[config.mk]
export PLATFORM = sky130hd
export DESIGN_NAME = pulse_train_ctrl
export DESIGN_NICKNAME = d
export VERILOG_FILES = /design/src/rtl/pulse_pkg.sv /design/src/rtl/pulse_train_ctrl.sv
export SDC_FILE = /design/constraint.sdc
export NUM_CORES = 1
export LEC_CHECK = 0
export ABC_AREA = 1
export CAP_MARGIN = 20
export CORE_MARGIN = 3
export CORE_UTILIZATION = 45
export DETAILED_ROUTE_END_ITERATION = 16
export HOLD_SLACK_MARGIN = 0.1
export SKIP_LAST_GASP = 1
export SLEW_MARGIN = 5
export SYNTH_ARGS = -nofsm -noshare
export SYNTH_HDL_FRONTEND = slang
export SYNTH_SLANG_ARGS = --single-unit
export TNS_END_PERCENT = 100
[constraint.sdc]
create_clock -name clk -period 2.37 [get_ports clk]
set_clock_uncertainty 0.1 [all_clocks]
set_input_delay 0.237 -clock clk [delete_from_list [all_inputs] [get_ports clk]]
set_output_delay 0.237 -clock clk [all_outputs]
set_load 0.03 [all_outputs]
[src/rtl/pulse_pkg.sv]
// -----------------------------------------------------------------------------
// pulse_pkg
//   Shared definitions for the pulse-train scheduler: state encoding and the
//   default widths of the period/width (PW) and pulse-count (CW) fields.
// -----------------------------------------------------------------------------
package pulse_pkg;

  localparam int PW_DEF = 16;
  localparam int CW_DEF = 8;

  localparam logic [1:0] ST_IDLE = 2'd0;
  localparam logic [1:0] ST_HIGH = 2'd1;
  localparam logic [1:0] ST_LOW  = 2'd2;
  localparam logic [1:0] ST_FIN  = 2'd3;

  typedef enum logic [1:0] {
    IDLE = ST_IDLE,
    HIGH = ST_HIGH,
    LOW  = ST_LOW,
    FIN  = ST_FIN
  } state_t;

endpackage

[src/rtl/pulse_train_ctrl.sv]
// -----------------------------------------------------------------------------
// pulse_train_ctrl
//   Programmable pulse-train scheduler. On an accepted start it drives pulse
//   high for cfg_width cycles and low for cfg_period-cfg_width cycles, repeated
//   cfg_count times, then strobes done for one cycle.
//
// Ports
//   clk         in  1   rising-edge clock
//   rst         in  1   asynchronous active-high reset
//   start       in  1   request a train (accepted only in IDLE)
//   stop        in  1   abort; overrides everything except reset
//   cfg_period  in  PW  cycles per pulse period (sampled on accept)
//   cfg_width   in  PW  pulse high cycles (sampled on accept)
//   cfg_count   in  CW  number of pulses (sampled on accept)
//   pulse       out 1   registered pulse output
//   busy        out 1   high during HIGH and LOW phases
//   done        out 1   one-cycle strobe after the final period
//   err         out 1   one-cycle strobe when start is rejected for bad config
// -----------------------------------------------------------------------------
module pulse_train_ctrl
  import pulse_pkg::*;
#(
  parameter int PW = PW_DEF,
  parameter int CW = CW_DEF
) (
  input  logic          clk,
  input  logic          rst,
  input  logic          start,
  input  logic          stop,
  input  logic [PW-1:0] cfg_period,
  input  logic [PW-1:0] cfg_width,
  input  logic [CW-1:0] cfg_count,
  output logic          pulse,
  output logic          busy,
  output logic          done,
  output logic          err
);

  localparam logic [PW-1:0] ONE_P = PW'(1);
  localparam logic [CW-1:0] ONE_C = CW'(1);

  state_t        state;
  logic [PW-1:0] period_q;
  logic [PW-1:0] width_q;
  // Cycles left in the current phase after this one; 0 means last cycle.
  logic [PW-1:0] ph_cnt;
  // Pulses still to complete, including the one in progress.
  logic [CW-1:0] pulse_cnt;

  function automatic logic cfg_valid(input logic [PW-1:0] period,
                                     input logic [PW-1:0] width,
                                     input logic [CW-1:0] count);
    return (width != '0) && (width < period) && (count != '0);
  endfunction

  // Outputs are assigned alongside the state transition, so each output flop
  // reflects the state being entered and no input reaches an output
  // combinationally.
  always_ff @(posedge clk or posedge rst) begin
    if (rst) begin
      // NOTE: every register, counters and config included, is reset so an
      // aborted train leaves no stale config behind.
      state     <= IDLE;
      period_q  <= '0;
      width_q   <= '0;
      ph_cnt    <= '0;
      pulse_cnt <= '0;
      pulse     <= 1'b0;
      busy      <= 1'b0;
      done      <= 1'b0;
      err       <= 1'b0;
    end else begin
      // NOTE: non-blocking assignments throughout, so every branch reads the
      // pre-edge values of state and counters.
      err <= 1'b0;
      if (stop) begin
        state <= IDLE;
        pulse <= 1'b0;
        busy  <= 1'b0;
        done  <= 1'b0;
      end else begin
        case (state)
          IDLE: begin
            if (start) begin
              if (cfg_valid(cfg_period, cfg_width, cfg_count)) begin
                period_q  <= cfg_period;
                width_q   <= cfg_width;
                ph_cnt    <= cfg_width - ONE_P;
                pulse_cnt <= cfg_count;
                state     <= HIGH;
                pulse     <= 1'b1;
                busy      <= 1'b1;
              end else begin
                err <= 1'b1;
              end
            end
          end

          HIGH: begin
            if (ph_cnt == '0) begin
              state  <= LOW;
              pulse  <= 1'b0;
              ph_cnt <= period_q - width_q - ONE_P;
            end else begin
              ph_cnt <= ph_cnt - ONE_P;
            end
          end

          LOW: begin
            if (ph_cnt == '0) begin
              pulse_cnt <= pulse_cnt - ONE_C;
              if (pulse_cnt != ONE_C) begin
                state  <= HIGH;
                pulse  <= 1'b1;
                ph_cnt <= width_q - ONE_P;
              end else begin
                state <= FIN;
                busy  <= 1'b0;
                done  <= 1'b1;
              end
            end else begin
              ph_cnt <= ph_cnt - ONE_P;
            end
          end

          FIN: begin
            // A start here is deliberately ignored; it is accepted next cycle.
            state <= IDLE;
            done  <= 1'b0;
          end

          default: begin
            state <= IDLE;
            pulse <= 1'b0;
            busy  <= 1'b0;
            done  <= 1'b0;
          end
        endcase
      end
    end
  end

`ifndef SYNTHESIS
  // Human-readable state name for waveform and debug use.
  function automatic string state_name(input state_t s);
    return s.name();
  endfunction
`endif

endmodule

==> qor.csv <==
metric;value;unit
outcome;finished, final reports clean;
Slew HR;0.634;
Hold Fails Final Rpt;0;
min cycle time layout;2250;ps
CP required;2500;ps
first-pass GRT wire length;27.5;mm
H-tree Lvls;3;
mean post-synth cell area;6.26;µm²
Antenna Nets Post-Route;0;
Finished Cell Area;0.00723;mm²
via count;5990;
final setup vio count;0;
most common cell after layout, fill and taps aside;nand2_1;
post-synth top area cell;dfrtp_1;
Die Ht;118;µm
die area;0.0139;mm²
clk buf depth;2;
Synth Warn #;0;
Final GP Congestion;1.01;
CTS tree;built;
clk slew on worst S/H paths;60;ps
worst flop-to-flop path startpoint;ph_cnt[0];
max-cap violations;0;
Post-Syn Instances;898;
DRC;0;
Synth area leaders;dfrtp_1 (28%), nand2_1 (20%), inv_1 (8.9%);
Slew @ Worst Pin;546;ps
Total Nets Final;1098;
largest net degree at the start of global routing;63;
# hold bufs at CTS;0;
total CTS buffers;9;
diode count;0;
I/O pins;48;
die width;118;µm
RSZ-0062 raised after global routing;true;
Leak;3.86;nW
DP HPWL;13.6;mm
drt first-iter violations;412;
r2r worst-path depth;14;
vias in the first global route;5779;
Remaining Overflow, GRT;0;
DP Area;0.00685;mm²
fin crit share;0.950;
FF-to-FF End;ph_cnt[14];
clock sinks;62;
crit path launch type;register;
Final Routed Wirelength;16.9;mm
Total Routing Usage GR;0.246;
antenna violations before repair;0;
#FFs+latches synth;62;
fraction of layout cells with a size suffix above 1;0.127;
Initial Util;0.464;
WP data arrival;2390;ps
Final Util;0.597;
standard-cell rows;40;
number of port buffers;47;
CORE AREA;0.0121;mm²
Post-Syn Nets;982;
worst-skew pair later-pin latency;350;ps
routed len/inst;14.2;µm
Fillers;1194;
VDD IR max;0.493;mV
DRT Pass-1 Iters;5;
WS Path Type;reg -> reg;
Yosys cell types;40;
root buf cell;clkbuf_16;
commonest non-fill, non-tap cells in the layout;nand2_1 (305), inv_1 (131), buf_4 (69);
Fmax;0.444;GHz
HP Class;in -> async;
Power Density;1330;mW/mm²
Seq/Total Area, Yosys;0.276;
Area Growth Syn to Fin;28.6;%
Post-Syn Area;0.00562;mm²
Final Max Tran Viols;0;
reg-to-reg slack, setup;120;ps
Hold WS;162;ps
number of vias per cell;5.05;
crit path capture type;register;
area fraction of the dominant cell type after synthesis;0.276;
crit path max fanout;12;
worst max-delay path by stage:
stage	start	to	slack [ps]	depth (start not counted)
global route	width_q[0]	ph_cnt[8]	-10	16
global placement	cfg_period[11]	ph_cnt[15]	-330	14
CTS	width_q[0]	ph_cnt[8]	40	16
detailed placement	cfg_period[11]	ph_cnt[15]	-360	14
floorplan	width_q[0]	ph_cnt[8]	300	16
finish	ph_cnt[0]	ph_cnt[14]	120	14
layout make-up:
| type | instances | area (µm²) | share of cell area |
|---|---|---|---|
| Clock inverter | 6 | 85.1 | 0.0118 |
| Tap cell | 168 | 210 | 0.0291 |
| Timing Repair Buffer | 122 | 1110 | 0.153 |
| Multi-Input combinational cell | 681 | 3520 | 0.487 |
| Sequential cell | 62 | 1550 | 0.215 |
| Inverter | 138 | 518 | 0.0716 |
| Clock buffer | 10 | 239 | 0.0330 |
worst max-delay path, stage by stage, from the launching register on:
cell and delay [ps]:
dfrtp_1 400, inv_1 100, ha_1 230, nand4_2 170, nor2_1 160, nand3_1 170, inv_2 110, buf_12 140
nand2_1 50, o21ai_0 200, nand2_1 100, nand2_1 60, nand2_1 50, nand2_1 70, nand2_1 40
registers in the layout, summed over array words and instances (netlist names):
| register | flops |
|---|---|
| period_q | 16 |
| ph_cnt | 16 |
| width_q | 16 |
| pulse_cnt | 8 |
| state | 2 |
| busy | 1 |
| done | 1 |
| err | 1 |
| pulse | 1 |
report_power, final:
group | switching, W | internal (W)
combinational | 0.00375 | 0.00236
clock | 0.000507 | 0.000944
sequential | 0.000501 | 0.00156
total | 0.00476 | 0.00485
synth_stat cells:
library cell	n
nor2_1	70
buf_4	3
o21ai_1	19
nand4_1	8
nand3_2	3
nor3_2	1
inv_2	4
nand4_2	2
mux2i_1	3
a31o_2	1
clkinv_1	1
o21bai_1	1
o21ai_2	1
nand2_1	306
a21oi_1	34
nand3_1	69
inv_1	133
a22oi_1	2
a31oi_1	4
ha_1	39
buf_2	4
dfrtp_1	62
o21ai_0	64
fa_1	1
nand2_2	2
nor3_4	1
clkbuf_1	8
nor2_2	4
o21a_1	1
o211ai_1	2
or2_2	3
nor2_4	1
xnor2_1	8
buf_6	1
clkbuf_2	1
nor3_1	7
and2_1	3
a21boi_0	1
xor2_1	17
nor4_1	3
routing by layer:
metal | GRT usage | wire length, µm
met1 | 0.335 | 8050
met2 | 0.397 | 7630
met3 | 0.0375 | 841
met4 | 0.0879 | 352
met5 | 0 | 0
metrics by stage:
stage               setup slack [ps]  power (W)  instances  setup TNS (ps)
detailed placement              -358    0.00798       1170          -17010
finish                           119    0.00961       1187               0
global placement                -328    0.00786       1170          -16320
CTS                             41.3    0.00949       1186               0
global route                   -9.63     0.0105       1187           -9.63
floorplan                        303    0.00603        898               0
timing repair:
action / 4_1_cts / 5_1_grt
setup endpoints to repair: 3 / 58
cloned: 0 / 0
resized for setup: 2 / 14
pin swaps: 0 / 1
setup buffers: 0 / 1
cells by family after synthesis:
| group | share of synthesized area |
|---|---|
| flip-flops | 0.276 |
| multiplexers | 0.00534 |
| AO/OA/AOI/OAI | 0.121 |
| XOR/XNOR | 0.0389 |
| adder cells (fa/ha/maj) | 0.0903 |
| buffers and inverters | 0.108 |
| AND/OR/NAND/NOR | 0.361 |
Note: power is estimated with default switching activity, not from simulation.
